[config.mk]
export PLATFORM = sky130hd
export DESIGN_NAME = bypass_ctrl_multi
export DESIGN_NICKNAME = d
export VERILOG_FILES = /design/src/rtl/bypass_ctrl_multi.sv
export SDC_FILE = /design/constraint.sdc
export NUM_CORES = 1
export LEC_CHECK = 0
export CAP_MARGIN = 20
export CORE_MARGIN = 4
export CORE_UTILIZATION = 53
export CTS_BUF_LIST = sky130_fd_sc_hd__clkbuf_16
export DETAILED_ROUTE_END_ITERATION = 6
export DONT_BUFFER_PORTS = 1
export PLACE_DENSITY = 0.68
export SETUP_SLACK_MARGIN = 0.1
export SYNTH_ARGS = -nofsm -noshare
export SYNTH_HDL_FRONTEND = slang
export SYNTH_SLANG_ARGS = --single-unit
export TNS_END_PERCENT = 30
[constraint.sdc]
create_clock -name clk -period 5.2 [get_ports clk]
set_input_delay 0.52 -clock clk [delete_from_list [all_inputs] [get_ports clk]]
set_output_delay 0.52 -clock clk [all_outputs]
set_load 0.02 [all_outputs]
[src/rtl/bypass_ctrl_multi.sv]
// Forwarding controller: tracks in-flight destinations over NUM_STAGES result
// stages, resolves each source operand to a bypass stage or the register file.
module bypass_ctrl_multi #(
  parameter int unsigned NUM_STAGES   = 3,
  parameter int unsigned NUM_OPERANDS = 3,
  parameter int unsigned REG_ADDR_W   = 5,
  parameter int unsigned LAT_W        = $clog2(NUM_STAGES + 1)
) (
  input  logic                               clk,
  input  logic                               reset,
  input  logic                               hold,
  input  logic                               flush,
  input  logic                               issue_valid,
  input  logic                               issue_dest_valid,
  input  logic [REG_ADDR_W-1:0]              issue_dest,
  input  logic [LAT_W-1:0]                   issue_lat,
  input  logic [NUM_OPERANDS-1:0]            src_valid,
  input  logic [NUM_OPERANDS*REG_ADDR_W-1:0] src_addr,
  output logic                               stall,
  output logic [NUM_OPERANDS*NUM_STAGES-1:0] sel,
  output logic                               sel_valid
);

  localparam int unsigned SEL_W = NUM_OPERANDS * NUM_STAGES;

  logic [NUM_STAGES-1:0] v;
  logic [REG_ADDR_W-1:0] dest [NUM_STAGES];
  logic [LAT_W-1:0]      rem  [NUM_STAGES];

  logic [SEL_W-1:0] sel_nxt;
  logic             hit_pending;
  logic             accept;
  logic [LAT_W-1:0] lat_eff;

  // Out-of-range latencies saturate to the deepest stage.
  always_comb begin
    lat_eff = issue_lat;
    if (issue_lat == '0 || 32'(issue_lat) > NUM_STAGES) begin
      lat_eff = LAT_W'(NUM_STAGES);
    end
  end

  // Youngest-match lookup per operand; only the youngest match is considered.
  always_comb begin : match
    logic found;
    sel_nxt     = '0;
    hit_pending = 1'b0;
    found       = 1'b0;
    for (int i = 0; i < int'(NUM_OPERANDS); i++) begin
      found = 1'b0;
      for (int k = 0; k < int'(NUM_STAGES); k++) begin
        if (!found && src_valid[i] && v[k] &&
            dest[k] == src_addr[i*REG_ADDR_W +: REG_ADDR_W]) begin
          found = 1'b1;
          if (rem[k] == '0) begin
            sel_nxt[i*NUM_STAGES + k] = 1'b1;
          end else begin
            hit_pending = 1'b1;
          end
        end
      end
    end
  end

  assign stall  = issue_valid && hit_pending && !flush;
  assign accept = issue_valid && !stall && !hold && !flush;

  // Table shift, new entry insert and registered select outputs.
  always_ff @(posedge clk) begin
    if (reset || flush) begin
      v         <= '0;
      sel       <= '0;
      sel_valid <= 1'b0;
    end else if (!hold) begin
      for (int k = 1; k < int'(NUM_STAGES); k++) begin
        v[k]    <= v[k-1];
        dest[k] <= dest[k-1];
        rem[k]  <= (rem[k-1] == '0) ? '0 : rem[k-1] - LAT_W'(1);
      end
      v[0]      <= accept && issue_dest_valid;
      dest[0]   <= issue_dest;
      rem[0]    <= lat_eff - LAT_W'(1);
      sel       <= accept ? sel_nxt : '0;
      sel_valid <= accept;
    end
  end

endmodule

==> results.sh, run 1 <==
export IMPL_overflow=0
export IMPL_yosys_area_top_type="edfxtp_1"
export IMPL_status="complete, no violations"
export IMPL_insertion_delay_ps=280
export IMPL_fin_skew_ps=2.438
export IMPL_reg2regPathDepth=6
export IMPL_drtAntennaViolNets=0
export IMPL_max_freq_ghz=0.3373
export IMPL_synth_distinct_cells=33
export IMPL_m1WireLength_mm=1.633
export IMPL_syn_area_um2=1864
export IMPL_hold_path_class="in -> reg"
export IMPL_die_x_um=67.31
export IMPL_synth_area_top_cells="edfxtp_1, dfxtp_1, xor2_1"
export IMPL_cts_tree="built"
export IMPL_ys_warn_count=0
export IMPL_cp_required_ps=4680
export IMPL_yosysTopAreaCellShare_pct=33.83
export IMPL_met3_length_um=374
export IMPL_slew_violations=0
export IMPL_critPathSlowestCell="edfxtp_1"
export IMPL_initial_core_util_pct=55.43
export IMPL_maxCapViolations=0
export IMPL_syn_num_nets=200
export IMPL_synth_most_common_cell="xor2_1"
export IMPL_period_needed_ps=2964
export IMPL_worst_pin_slew_ps=432.9
export IMPL_worstSetupPathType="reg -> out"
export IMPL_drive_above_1_share_pct=9.714
export IMPL_ctsHoldBuffers=0
export IMPL_die_h_um=67.31
export IMPL_finalSetupViolCount=0
export IMPL_place_congestion=0.8919
export IMPL_power_leakage_nw=0.7396
export IMPL_path_max_fanout=9
export IMPL_dr_wl_met2_mm=2.037
export IMPL_r2r_start="dest[0][8]$_DFFE_PP_"
export IMPL_end_kind="output pin"
export IMPL_hold_slack_ps=312.6
export IMPL_post_route_drc_count=0
export IMPL_core_um2=3363
export IMPL_period_share_pct=57.01
export IMPL_yosysSeqAreaShare_pct=47.79
export IMPL_synth_commonest_cells="xor2_1, edfxtp_1, xnor2_1"
export IMPL_grt_pass1_vias=1305
export IMPL_fin_util_pct=63.17
export IMPL_rows=21
export IMPL_grt_total_usage_pct=20.43
export IMPL_startpoint_type="flop"
export IMPL_cts_setup_buffers=0
export IMPL_crit_path_cell_trace="xor2_1 -> nor4_2 -> a311oi_1 -> o32a_4 -> o311a_1"
export IMPL_ir_worst_vdd_mv=0.2069
export IMPL_synthCells=166
export IMPL_synth_seq_cells=34
export IMPL_synthArstFlopShare_pct=0
export IMPL_critPathArrivalTime_ps=2440
export IMPL_n_antenna_cell=0
export IMPL_crit_path_max_incr_delay_ps=500
export IMPL_dr_pass1_iters=4
export IMPL_synth_edf_count=21
export IMPL_p_per_area_nw_per_um2=336.7
export IMPL_r2r_end="sel[8]$_SDFFE_PP0N_"
export IMPL_layout_nets=208
export IMPL_htreeDepth=2
export IMPL_finalWirelength_mm=4.142
export IMPL_grt_max_degree=24
export IMPL_max_slew_margin_rel_pct=70.94
export IMPL_rsz0062_at_grt="false"
export IMPL_synthFlopType="edfxtp_1"
export IMPL_fillers=297
export IMPL_cts_buffers=5
export IMPL_clkTransAtPathRegs_ps=50
export IMPL_setup_tns_ps=0
export IMPL_drt_iter0_drc=67
export IMPL_hold_path_end="v[1]$_SDFFE_PP0N_"
export IMPL_cts_root_buf="clkbuf_16"
export IMPL_syn_area_per_cell_um2=11.23
export IMPL_topRoutingLayerUsed="met4"
export IMPL_whs_path_depth=1
export IMPL_hold_violations=0
export IMPL_dp_hpwl_mm=3.192
export IMPL_port_buffers=0
export IMPL_dieArea_um2=4531
export IMPL_regToRegSetupSlack_ps=2920
export IMPL_cts_resized=0
export IMPL_vias_per_cell=5.878
export IMPL_vias=1299
export IMPL_io_pins=42
export IMPL_clockBufferDepth=2
export IMPL_antenna_found_initial=0
export IMPL_post_drt_wl_per_cell_um=18.74
export IMPL_hold_path_startpoint="reset"
export IMPL_synthToLayoutAreaGrowth_pct=13.96
export IMPL_numClockSinks=34
export IMPL_grt_pass1_wl_mm=6.486
==> through the flow <==
stage / instances / area (um2) / worst slack [ps] / power, mW
global route: 221 / 2125 / 2123 / 0.7353
global placement: 212 / 1931 / 2583 / 0.3400
finish: 221 / 2125 / 2236 / 0.7154
detailed placement: 212 / 1931 / 2510 / 0.3414
CTS: 220 / 2120 / 2207 / 0.7205
floorplan: 166 / 1864 / 2215 / 0.3329
==> area by class of cell <==
class	instances	area [um2]	share of cell area (%)
clock inverters	3	63.81	3.004
flip-flops and latches	34	890.9	41.93
repair buffers	2	12.51	0.5889
clock buffers	5	125.1	5.889
multi-input cells	122	940.9	44.29
inverters	9	33.78	1.590
well taps	46	57.56	2.709
==> critical path, delay by kind of cell, from the launching register on <==
kind            cells  cell delay, ps
simple gates        1             400
compound gates      3            1040
xor+xnor            1             220
flops               1             500
==> state kept, by name, indices dropped and copies added, names as in the netlist <==
name and count:
dest 15, rem 6, sel_valid 1, v 3
sel 9
==> where the power goes <==
| group | total, mW | switching [mW] | internal, mW |
|---|---|---|---|
| Clock | 0.379 | 0.106 | 0.273 |
| Sequential | 0.297 | 0.00563 | 0.292 |
| Combinational | 0.0392 | 0.0199 | 0.0193 |
| Total | 0.715 | 0.132 | 0.584 |
==> worst max path at each step <==
stage	start	end	slack, ps	cells after the start
finish	dest[0][8]$_DFFE_PP_	stall	2240	5
global route	dest[0][9]$_DFFE_PP_	stall	2120	5
global placement	src_addr[1]	stall	2580	5
CTS	dest[0][9]$_DFFE_PP_	stall	2210	5
floorplan	hold	sel[0]$_SDFFE_PP0N_	2210	5
detailed placement	dest[0][9]$_DFFE_PP_	stall	2510	5
==> cell usage in the layout, fill, tap and decap left out, types with 2 or more instances in the layout <==
| cell type | instances |
|---|---|
| a311oi_1 | 2 |
| a31oi_2 | 2 |
| a32o_1 | 3 |
| and2_1 | 2 |
| and3_1 | 2 |
| bufinv_16 | 2 |
| clkbuf_16 | 5 |
| dfxtp_1 | 13 |
| edfxtp_1 | 21 |
| ha_1 | 3 |
| inv_1 | 9 |
| mux2i_1 | 2 |
| nand2_1 | 14 |
| nand3_1 | 3 |
| nand4_1 | 3 |
| nor2_1 | 5 |
| nor3_1 | 3 |
| nor4_1 | 3 |
| nor4_2 | 2 |
| o211ai_1 | 2 |
| o21ai_0 | 3 |
| o21ai_1 | 4 |
| o31ai_1 | 3 |
| or3_1 | 7 |
| xnor2_1 | 21 |
| xor2_1 | 24 |
==> cells by family after synthesis <==
kind of cell / share of synthesized area, %
flip-flops: 47.78
buffers and inverters: 2.013
adder cells (fa/ha/maj): 2.014
XOR/XNOR: 21.14
multiplexers: 1.074
AND/OR/NAND/NOR: 14.70
AO/OA/AOI/OAI: 11.28
==> per-layer routing <==
layer / vias up / GRT usage (%)
met5: - / 0
met4: 0 / 9.367
met3: 9 / 8.652
met2: 43 / 33.62
met1: 626 / 22.89
li1: 621 / -
Note: power is estimated with default switching activity, not from simulation.
==> run 2: changes to the inputs <==
--- a/config.mk
+++ b/config.mk
@@ -11,7 +11,7 @@
 export CTS_BUF_LIST = sky130_fd_sc_hd__clkbuf_16
 export DETAILED_ROUTE_END_ITERATION = 6
 export DONT_BUFFER_PORTS = 1
-export PLACE_DENSITY = 0.68
+export PLACE_DENSITY = 0.71
 export SETUP_SLACK_MARGIN = 0.1
 export SYNTH_ARGS = -nofsm -noshare
 export SYNTH_HDL_FRONTEND = slang
==> constraint.sdc (replaced) <==
create_clock -name clk -period 2.4 [get_ports clk]
set_input_delay 0.24 -clock clk [delete_from_list [all_inputs] [get_ports clk]]
set_output_delay 0.24 -clock clk [all_outputs]
set_load 0.02 [all_outputs]
==> run 2 against run 1 <==
  * The run now ends with setup timing left
  * Clock-buffer cell count up 1
  * Worst hold slack worse by 270 ps
  * Core utilization up 5.7 points
  * Total power up 97%
  * Combinational power rose to 2.6 times the previous value
  * Final area up 9.0%
  * Sequential power up 120%
  * Critical path depth up 1
  * Register-to-register slack worse by 2700 ps
  * Die area unchanged
  * Wire length up 5.9%
==> results.sh, run 2 (synthesis results as in run 1) <==
export IMPL_status="finished, violations left"
export IMPL_violations="setup timing"
export IMPL_worst_pin_slew_ps=554.3
export IMPL_dp_hpwl_mm=3.167
export IMPL_drive_above_1_share_pct=21.81
export IMPL_synthToLayoutAreaGrowth_pct=24.23
export IMPL_critPathArrivalTime_ps=2240
export IMPL_n_antenna_cell=0
export IMPL_antenna_found_initial=0
export IMPL_mostFrequentLayoutCells="xor2_1, edfxtp_1, xnor2_1"
export IMPL_place_congestion=0.9211
export IMPL_grt_pass1_vias=1434
export IMPL_drt_iter0_drc=75
export IMPL_dr_pass1_iters=4
export IMPL_post_drt_wl_per_cell_um=18.74
export IMPL_port_buffers=0
export IMPL_dieArea_um2=4531
export IMPL_rsz0062_at_grt="true"
export IMPL_top_register="dest"
export IMPL_hold_violations=0
export IMPL_layout_nets=221
export IMPL_rows=21
export IMPL_period_needed_ps=2480
export IMPL_grt_pass1_wl_mm=6.927
export IMPL_clockBufferDepth=2
export IMPL_top_regs="dest (15), sel (9), rem (6)"
export IMPL_vias_per_cell=5.795
export IMPL_p_per_area_nw_per_um2=608.1
export IMPL_finalSetupViolCount=1
export IMPL_vias=1356
export IMPL_maxCapViolations=0
export IMPL_hold_path_class="in -> reg"
export IMPL_ctsHoldBuffers=0
export IMPL_insertion_delay_ps=270
export IMPL_drtAntennaViolNets=0
export IMPL_core_um2=3363
export IMPL_io_pins=42
export IMPL_largest_reg_flops=15
export IMPL_htreeDepth=2
export IMPL_finalWorstSetupSlack_ps=-79.71
export IMPL_period_share_pct=103.3
export IMPL_die_x_um=67.31
export IMPL_final_common_cell="xor2_1"
export IMPL_clkTransAtPathRegs_ps=50
export IMPL_pre_cts_slack_ps=65.79
export IMPL_power_leakage_nw=0.8166
export IMPL_overflow=0
export IMPL_finalWirelength_mm=4.386
export IMPL_initial_core_util_pct=55.43
export IMPL_post_route_drc_count=0
export IMPL_fin_util_pct=68.86
export IMPL_totalPowerFinal_mw=1.408
export IMPL_grt_total_usage_pct=21.46
export IMPL_end_kind="output pin"
export IMPL_max_freq_ghz=0.4033
export IMPL_max_slew_margin_rel_pct=62.92
export IMPL_path_max_fanout=4
export IMPL_ir_worst_vdd_mv=0.5009
export IMPL_startpoint_type="flop"
export IMPL_cp_required_ps=2160
export IMPL_cts_tree="built"
export IMPL_die_h_um=67.31
export IMPL_fillers=269
export IMPL_numClockSinks=34
export IMPL_cts_root_buf="clkbuf_16"
export IMPL_slew_violations=0
export IMPL_grt_max_degree=14
export IMPL_worstSetupPathType="reg -> out"
export IMPL_cts_buffers=5
export IMPL_fin_skew_ps=4.108
[run 2: metal layers]
metal | vias up | wire length (um) | track usage (%)
met2 | 45 | 2254 | 36.32
met5 | - | 0 | 0
met4 | 0 | 67 | 10.38
li1 | 646 | - | -
met3 | 7 | 319 | 7.820
met1 | 658 | 1744 | 23.76
[run 2: critical path: stages (launching register included)]
cell and delay, ps:
edfxtp_1 470, xnor2_1 260, nand4_1 220, o21ai_1 230, a211oi_2 70, o32a_4 370, o311a_4 350
[run 2: worst paths after layout]
path                              from                     to  slack (ps)  cells past startpoint
setup reg to reg  dest[0][2]$_DFFE_PP_    sel[2]$_SDFFE_PP0N_         190                      6
hold / removal                   reset      v[2]$_SDFFE_PP0N_          40                      1
hold reg to reg   dest[0][6]$_DFFE_PP_  dest[0][11]$_DFFE_PP_         540                      0
setup / recovery  dest[0][2]$_DFFE_PP_                  stall         -80                      6
[run 2: report_power, final]
group	switching (mW)	internal, mW
clock network	0.222	0.440
registers	0.0117	0.632
logic	0.0506	0.0512
total	0.285	1.12
[run 2: cell type report]
type	count	area [um2]	share of cell area, %
multi-input cells	122	1060	45.76
flip-flops and latches	34	890.9	38.47
clock buffers	6	150.1	6.483
repair buffers	15	116.4	5.024
well taps	46	57.56	2.485
inverters	9	33.78	1.459
clock inverters	2	7.507	0.3241
[run 2: per-stage QoR]
stage	hold WS, ps	setup TNS (ps)	std cells	cell area (um2)
after floorplan	316.8	0	166	1869
after global placement	319.5	0	214	1952
after detailed placement	320.4	0	214	1952
after CTS	38.16	-82.05	226	2223
after global routing	34.31	-167.3	234	2316
final	38.63	-79.71	234	2316
[run 2: repair_timing]
action,CTS,global route
endpoints found under the setup margin,1,2
buffers inserted,4,8
resized for setup,14,5
pin swaps,6,10
